File: src/rtl/imem_loader_pkg.sv
// imem_loader shared types and constants.
// Loader FSM states and frame geometry.
package imem_loader_pkg;

  typedef enum logic [2:0] {
    S_IDLE,
    S_LEN_HI,
    S_LEN_LO,
    S_DATA,
    S_CHK,
    S_ERR
  } loader_state_t;

  localparam int HDR_BYTES      = 2;
  localparam int BYTES_PER_WORD = 4;

  localparam logic [1:0] LAST_IDX = 2'(BYTES_PER_WORD - 1);

endpackage

File: src/rtl/word_packer.sv
// word_packer: big-endian byte-to-word assembler.
// Emits one registered word_valid per four pushed bytes.
module word_packer
  import imem_loader_pkg::*;
(
  input  logic        clk,
  input  logic        rst_n,
  input  logic        clear,
  input  logic        push,
  input  logic [7:0]  din,
  output logic [1:0]  idx,
  output logic        word_valid,
  output logic [31:0] word
);

  logic [23:0] acc;

  // shift bytes in MSB first; publish the word on the fourth byte
  always_ff @(posedge clk or negedge rst_n) begin
    if (!rst_n) begin
      acc        <= '0;
      idx        <= '0;
      word_valid <= 1'b0;
      word       <= '0;
    end else begin
      word_valid <= 1'b0;
      if (clear) begin
        idx <= '0;
      end else if (push) begin
        if (idx == LAST_IDX) begin
          word       <= {acc, din};
          word_valid <= 1'b1;
          idx        <= '0;
        end else begin
          acc <= {acc[15:0], din};
          idx <= idx + 2'd1;
        end
      end
    end
  end

endmodule

File: src/rtl/imem_loader.sv
// imem_loader: framed byte stream to instruction memory.
// Holds the core until a frame loads with a good checksum.
module imem_loader
  import imem_loader_pkg::*;
#(
  parameter int ADDR_W = 10
) (
  input  logic              clk,
  input  logic              rst_n,
  input  logic              start,
  input  logic              in_valid,
  input  logic [7:0]        in_byte,
  output logic              in_ready,
  output logic              mem_we,
  output logic [ADDR_W-1:0] mem_waddr,
  output logic [31:0]       mem_wdata,
  output logic              cpu_hold,
  output logic              busy,
  output logic              done,
  output logic              error
);

  loader_state_t state, state_nx;

  logic [7:0]        len_hi;
  logic [15:0]       len;
  logic [15:0]       wcnt;
  logic [7:0]        chk;
  logic [ADDR_W-1:0] waddr;

  logic        accept;
  logic        clr;
  logic        push;
  logic        done_set;
  logic        last_byte;
  logic        too_big;
  logic [15:0] len_in;
  logic [1:0]  idx;

  assign in_ready = (state == S_LEN_HI) || (state == S_LEN_LO) ||
                    (state == S_DATA)   || (state == S_CHK);
  assign busy      = in_ready;
  assign error     = (state == S_ERR);
  assign accept    = in_valid && in_ready;
  assign last_byte = (idx == LAST_IDX);
  assign len_in    = {len_hi, in_byte};
  assign too_big   = {16'd0, len_in} > (32'd1 << ADDR_W);
  assign mem_waddr = waddr;

  word_packer u_pack (
    .clk        (clk),
    .rst_n      (rst_n),
    .clear      (clr),
    .push       (push),
    .din        (in_byte),
    .idx        (idx),
    .word_valid (mem_we),
    .word       (mem_wdata)
  );

  // state register
  always_ff @(posedge clk or negedge rst_n) begin
    if (!rst_n) state <= S_IDLE;
    else        state <= state_nx;
  end

  // next state and per-cycle control strobes
  always_comb begin
    state_nx = state;
    clr      = 1'b0;
    push     = 1'b0;
    done_set = 1'b0;
    unique case (state)
      S_IDLE, S_ERR: begin
        if (start) begin
          state_nx = S_LEN_HI;
          clr      = 1'b1;
        end
      end
      S_LEN_HI: begin
        if (accept) state_nx = S_LEN_LO;
      end
      S_LEN_LO: begin
        if (accept) begin
          if (too_big)             state_nx = S_ERR;
          else if (len_in == '0)   state_nx = S_CHK;
          else                     state_nx = S_DATA;
        end
      end
      S_DATA: begin
        if (accept) begin
          push = 1'b1;
          if (last_byte && (wcnt + 16'd1 == len))
            state_nx = S_CHK;
        end
      end
      S_CHK: begin
        if (accept) begin
          if (in_byte == chk) begin
            state_nx = S_IDLE;
            done_set = 1'b1;
          end else begin
            state_nx = S_ERR;
          end
        end
      end
      default: state_nx = S_IDLE;
    endcase
  end

  // length capture, word count, checksum, address and hold
  always_ff @(posedge clk or negedge rst_n) begin
    if (!rst_n) begin
      len_hi   <= '0;
      len      <= '0;
      wcnt     <= '0;
      chk      <= '0;
      waddr    <= '0;
      done     <= 1'b0;
      cpu_hold <= 1'b1;
    end else begin
      done <= done_set;
      if (clr) begin
        wcnt     <= '0;
        chk      <= '0;
        waddr    <= '0;
        cpu_hold <= 1'b1;
      end else begin
        if (done_set) cpu_hold <= 1'b0;
        if (state == S_LEN_HI && accept) len_hi <= in_byte;
        if (state == S_LEN_LO && accept) len <= len_in;
        if (push) chk <= chk ^ in_byte;
        if (push && last_byte) wcnt <= wcnt + 16'd1;
        if (mem_we) waddr <= waddr + ADDR_W'(1);
      end
    end
  end

endmodule

File: config.mk
export PLATFORM = sky130hd
export DESIGN_NAME = imem_loader
export DESIGN_NICKNAME = d
export VERILOG_FILES = /design/src/rtl/imem_loader_pkg.sv /design/src/rtl/word_packer.sv /design/src/rtl/imem_loader.sv
export SDC_FILE = /design/constraint.sdc
export NUM_CORES = 1
export LEC_CHECK = 0
export CAP_MARGIN = 20
export CORE_MARGIN = 10
export CORE_UTILIZATION = 55
export DETAILED_ROUTE_END_ITERATION = 12
export PLACE_DENSITY_LB_ADDON = 0.1
export SYNTH_ARGS = -nofsm -noshare
export SYNTH_HDL_FRONTEND = slang
export SYNTH_SLANG_ARGS = --single-unit
File: constraint.sdc
create_clock -name clk -period 3.9 [get_ports clk]
set_clock_uncertainty 0.1 [all_clocks]
set_input_delay 0.975 -clock clk [delete_from_list [all_inputs] [get_ports clk]]
set_output_delay 0.975 -clock clk [all_outputs]
set_load 0.02 [all_outputs]
==> results of run 1 <==
-- power breakdown --
group          internal [mW]  switching, mW
Combinational          0.534          0.486
Clock                  0.855          0.536
Sequential              1.59          0.289
Total                   2.98           1.31
-- registers in the layout, indices dropped and copies added, names as in the netlist --
signal / flops
u_pack.acc: 24
len_hi: 8
cpu_hold: 1
len: 16
wcnt: 16
mem_waddr: 10
u_pack.idx: 2
u_pack.word_valid: 1
state: 3
u_pack.word: 32
done: 1
chk: 8
-- stage by stage --
stage / util / area [sq um] / hold slack, ns / instances / setup slack, ns
global placement: 0.629 / 6400 / 0.352 / 726 / 0.665
global route: 0.680 / 6930 / 0.390 / 758 / 0.579
floorplan: - / 5690 / 0.335 / 554 / 1.30
detailed placement: 0.629 / 6400 / 0.347 / 726 / 0.610
CTS: 0.680 / 6930 / 0.374 / 758 / 0.707
finish: 0.680 / 6930 / 0.371 / 758 / 0.721
-- worst paths after layout --
check | to | slack (ns) | cells past startpoint
hold / removal | cpu_hold | 0.37 | 2
min in group asynchronous | len[11] | 0.48 | 1
setup reg to reg | state[1] | 0.94 | 8
max in group asynchronous | u_pack.word_valid | 2.49 | 2
setup / recovery | busy | 0.72 | 3
hold reg to reg | cpu_hold | 0.37 | 2
-- worst max-delay path, cell delays in order (launching register included) --
cell and delay, ns:
dfrtp_1 0.52, nor2_1 0.26, xnor2_1 0.17, clkdlybuf4s50_1 0.64
-- final cells by class --
type,instances,share of cell area
Sequential cell,122,0.441
Inverter,9,0.00488
Clock buffer,23,0.0645
Clock inverter,9,0.0114
Multi-Input combinational cell,386,0.352
Tap cell,136,0.0246
Timing Repair Buffer,73,0.102
-- kinds of logic after synthesis --
logic type / share of synthesized area
flops: 0.537
simple gates: 0.173
compound gates: 0.0794
xor+xnor: 0.0570
mux: 0.112
buf+inv: 0.0345
fa+ha+maj: 0.00660
-- routing by layer --
metal  track usage  vias to the layer above
met5             0                        -
met4        0.0469                        0
met2         0.295                       82
li1              -                     2013
met3        0.0634                        8
met1         0.231                     2115
-- cell usage in the layout (no fill, tap or decap), types with 14 or more instances in the layout --
master	count
nand2_1	102
dfrtp_1	121
clkbuf_16	16
xor2_1	15
mux2_2	54
buf_4	14
o21ai_0	44
clkdlybuf4s50_1	58
nor2_1	43
xnor2_1	22
==> qor.yml, run 1 <==
global_routing:
  grt-ovfl-total: 0
  grtUsageTotal: 0.183
  grt_first_pass_wirelength_um: 21800
  grt_pass1_vias: 4340
  grt_max_degree: 66
  antenna_found_initial: 0
route:
  via_per_inst: 5.56
  ant_nets: 0
  drt-total-wl_um: 13100
  wl_met1_um: 5800
  drt_iter0_markers: 425
  drc_errors: 0
  dr_wl_met2_um: 6470
  firstDrtPassIters: 5
  top_layer_used: "met4"
  wl_met3_um: 780
  via_count: 4218
  wl_per_cell_um: 17.3
synthesis:
  syn_area_sq_um: 5690
  synth_common_cells: "dfrtp_1 (121), nand2_1 (102), mux2_2 (54)"
  synth_most_common_cell: "dfrtp_1"
  syn_avg_cell_area_sq_um: 10.3
  syn_nets: 569
  synth_ff_type: "dfrtp_1"
  synthTopCellsByArea: "dfrtp_1 (53%), mux2_2 (11%), nand2_1 (6.7%), o21ai_0 (3.9%), xnor2_1 (3.4%)"
  yosysTopAreaCellShare: 0.532
  syn_inst: 554
  synth_largest_area_cell: "dfrtp_1"
  ys_seq_area_frac: 0.537
  yosys_warnings: 0
  synth-edff-count: 0
  async_flop_share: 1.00
  ys_ff_latch: 122
  synth_cell_types: 53
min_path:
  hp-class: "flop to flop"
  min-delay-start: "cpu_hold"
sta:
  finalSetupViolCount: 0
  relSlewSlack: 0.438
  period_minus_slack_ns: 3.18
  final.setup.tns_ns: 0
  drv_slew: 0
  timing.final.crit_share: 0.815
  tightest_slew_ns: 0.840
  hold_viol: 0
  rsz0062_at_grt: "false"
  max_freq_mhz: 315
outcome:
  status: "finished clean"
pwr:
  p_per_area_nw_per_um2: 619
  vdd.ir_drop.worst_mv: 0.497
  power_mw: 4.29
  p_leak_nw: 3.10
setup_path:
  rr_startpoint: "wcnt[0]"
  worst_ep_arrival_time_ns: 2.10
  worst_ep_required_time_ns: 2.82
  crit_fanout: 15
  worstSetupPathType: "flop to primary output"
  start_kind: "flop"
  crit_start: "state[1]"
  endpoint_kind: "primary output"
placed_design:
  dp.final_hpwl_um: 8780
  port_buffers: 59
  gp_congestion: 0.884
clock_network:
  cts_sinks: 122
  cts_buffer_depth: 2
  cts_buffers: 17
  cts_max_level: 4
  insertion_delay_ns: 0.50
  tritoncts: "done"
  cts_setup_buffers: 0
  cts.clk_slew.worst_paths_ns: 0.05
  postCtsResizedCells: 0
  cts_root_buf: "clkbuf_8"
  holdBufCountCts: 0
die:
  start_util: 0.558
  die_area_sq_um: 14800
  ios: 60
  die_w_um: 122
  fp-row-count: 37
  core_area_sq_um: 10200
  fp.dieH_um: 122
finish:
  multi_input_area_sq_um: 2440
  drive_gt1_frac: 0.174
  antennaDiodeCount: 0
  syn_to_final_growth_pct: 21.8
  seq_area_sq_um: 3050
  final.fill_count: 786
  nets: 624
run:
  maxCapViolations: 0
(Power assumes the default switching activity.)
==> run 2, diff against run 1 <==
==> constraint.sdc (replaced) <==
create_clock -name clk -period 3.2 [get_ports clk]
set_clock_uncertainty 0.1 [all_clocks]
set_input_delay 0.8 -clock clk [delete_from_list [all_inputs] [get_ports clk]]
set_output_delay 0.8 -clock clk [all_outputs]
set_load 0.02 [all_outputs]
==> qor.yml, run 2 (synthesis results as in run 1) <==
outcome:
  status: "finished clean"
global_routing:
  grt_max_degree: 52  # -21%
  grt_first_pass_wirelength_um: 21600  # -1.1%
  grtUsageTotal: 0.183  # about the same
  grt_pass1_vias: 4245  # -2.2%
  antenna_found_initial: 0  # unchanged
  grt-ovfl-total: 0  # unchanged
clock_network:
  cts_max_level: 4  # unchanged
  cts_setup_buffers: 0  # unchanged
  cts.clk_slew.worst_paths_ns: 0.06  # about the same
  cts_buffers: 17  # unchanged
  cts_root_buf: "clkbuf_8"
  insertion_delay_ns: 0.52  # +0.02 ns
  holdBufCountCts: 0  # unchanged
  postCtsResizedCells: 0  # unchanged
  cts_sinks: 122  # unchanged
  tritoncts: "done"
  cts_buffer_depth: 2  # unchanged
finish:
  top_register: "u_pack.word"
  largest_reg_flops: 32  # unchanged
  antennaDiodeCount: 0  # unchanged
  reg_top3: "u_pack.word (32), u_pack.acc (24)"
  nets: 628  # +0.64%
  layout_commonest_cell: "dfrtp_1"
  instances_no_fill: 762  # +0.53%
  final_cell_mix: "dfrtp_1 (121), nand2_1 (102), clkdlybuf4s50_1 (58), mux2_2 (54), o21ai_0 (44)"
  syn_to_final_growth_pct: 23.4
  drive_gt1_frac: 0.187  # +0.0133
die:
  die_w_um: 122  # unchanged
  start_util: 0.558  # unchanged
  fp.dieH_um: 122  # unchanged
  ios: 60  # unchanged
  die_area_sq_um: 14800  # unchanged
  fp-row-count: 37  # unchanged
  core_area_sq_um: 10200  # unchanged
sta:
  timing.final.crit_share: 0.938
  drv_slew: 0  # unchanged
  max_freq_mhz: 333
  rsz0062_at_grt: "false"
  relSlewSlack: 0.407  # -0.0310
  hold_viol: 0  # unchanged
  period_minus_slack_ns: 3.00
  final.setup.tns_ns: 0  # unchanged
  fin_ws_ns: 0.200  # -0.522 ns
  tightest_slew_ns: 0.887  # +0.0463 ns
  finalSetupViolCount: 0  # unchanged
route:
  drt_iter0_markers: 277  # -35%
  wl_met1_um: 5630  # -2.9%
  wl_met3_um: 807  # +3.5%
  firstDrtPassIters: 4  # -1
  dr_wl_met2_um: 6390  # -1.3%
  drt-total-wl_um: 13000  # -1.2%
  wl_per_cell_um: 17.0  # -1.7%
  via_count: 4238  # +0.47%
  top_layer_used: "met4"
  drc_errors: 0  # unchanged
  ant_nets: 0  # unchanged
  via_per_inst: 5.56  # about the same
setup_path:
  cp_cell_sequence: "nor2_1, xnor2_1, clkdlybuf4s50_1"
  cp_slowest_cell: "clkdlybuf4s50_1"
  rrSetupSlack_ns: 0.47  # -0.47 ns
  reg2reg_to: "state[1]"
  start_kind: "flop"
  cp_top_family: "buffers and inverters"
  worstSetupPathType: "flop to primary output"
  endpoint_kind: "primary output"
  rr_startpoint: "wcnt[0]"
  worst_ep_required_time_ns: 2.30  # -0.52 ns
  crit_start: "state[1]"
  rr_worst_depth: 8  # unchanged
  crit_buf_inv: 1  # unchanged
  crit_fanout: 15  # unchanged
  worst_ep_arrival_time_ns: 2.10  # about the same
  critPathMaxStageDelay_ns: 0.64  # about the same
placed_design:
  port_buffers: 59  # unchanged
  dp.final_hpwl_um: 8890  # +1.2%
  dp.cells: 730  # +0.55%
  post-place-ws_ns: 0.230  # -0.380 ns
  gp_congestion: 0.868  # -1.8%
run:
  maxCapViolations: 0  # unchanged
min_path:
  hp-class: "primary input to asynchronous set/reset pin"
pwr:
  vdd.ir_drop.worst_mv: 0.450  # -9.4%
  p_per_area_nw_per_um2: 767  # +24%
  p_leak_nw: 3.15  # +1.5%
-- run 2: cell types whose count changed in the layout (fill, tap and decap cells not counted), sizes merged --
cell | before | now
clkinvlp | 2 | 3
buf | 15 | 19
inv | 9 | 11
bufinv | 1 | 2
clkbuf | 23 | 19
-- run 2: worst reg2reg max path, cell delays in order, from the launching register on --
cell	delay, ns
dfrtp_1	0.45
ha_1	0.30
and4_4	0.27
nand2_2	0.06
or4_1	0.52
a21oi_1	0.15
o211ai_1	0.13
nor4_2	0.47
a311oi_1	0.15
-- run 2: worst max path at each step --
stage,endpoint,slack [ns],cells past startpoint
finish,in_ready,0.20,3
global route,in_ready,0.06,3
CTS,in_ready,0.17,3
detailed placement,wcnt[15],0.23,7
global placement,wcnt[7],0.30,7
floorplan,len[10],0.77,5
-- run 2: area by class of cell --
class,instances,area (sq um)
Sequential cell,122,3050
Fill cell,786,3170
Inverter,9,33.8
Tap cell,136,170
Multi-Input combinational cell,386,2440
Timing Repair Buffer,77,736
Clock inverter,13,141
Clock buffer,19,442
-- run 2: metrics by stage --
| stage | area (sq um) | util | total power, mW | hold slack (ns) |
|---|---|---|---|---|
| floorplan | 5690 | - | 3.13 | 0.335 |
| global placement | 6430 | 0.632 | 3.50 | 0.346 |
| detailed placement | 6430 | 0.632 | 3.55 | 0.356 |
| CTS | 7020 | 0.689 | 5.43 | 0.218 |
| global route | 7020 | 0.689 | 5.69 | 0.239 |
| finish | 7020 | 0.689 | 5.38 | 0.206 |
-- run 2: power by group --
part / switching, mW / total [mW] / internal, mW
Clock: 0.702 / 1.85 / 1.15
Sequential: 0.346 / 2.28 / 1.93
Combinational: 0.589 / 1.25 / 0.662
Total: 1.64 / 5.38 / 3.75
-- run 2: per-layer routing --
metal | track usage | vias up
li1 | - | 2012
met3 | 0.0615 | 13
met2 | 0.292 | 106
met4 | 0.0604 | 0
met5 | 0 | -
met1 | 0.230 | 2107
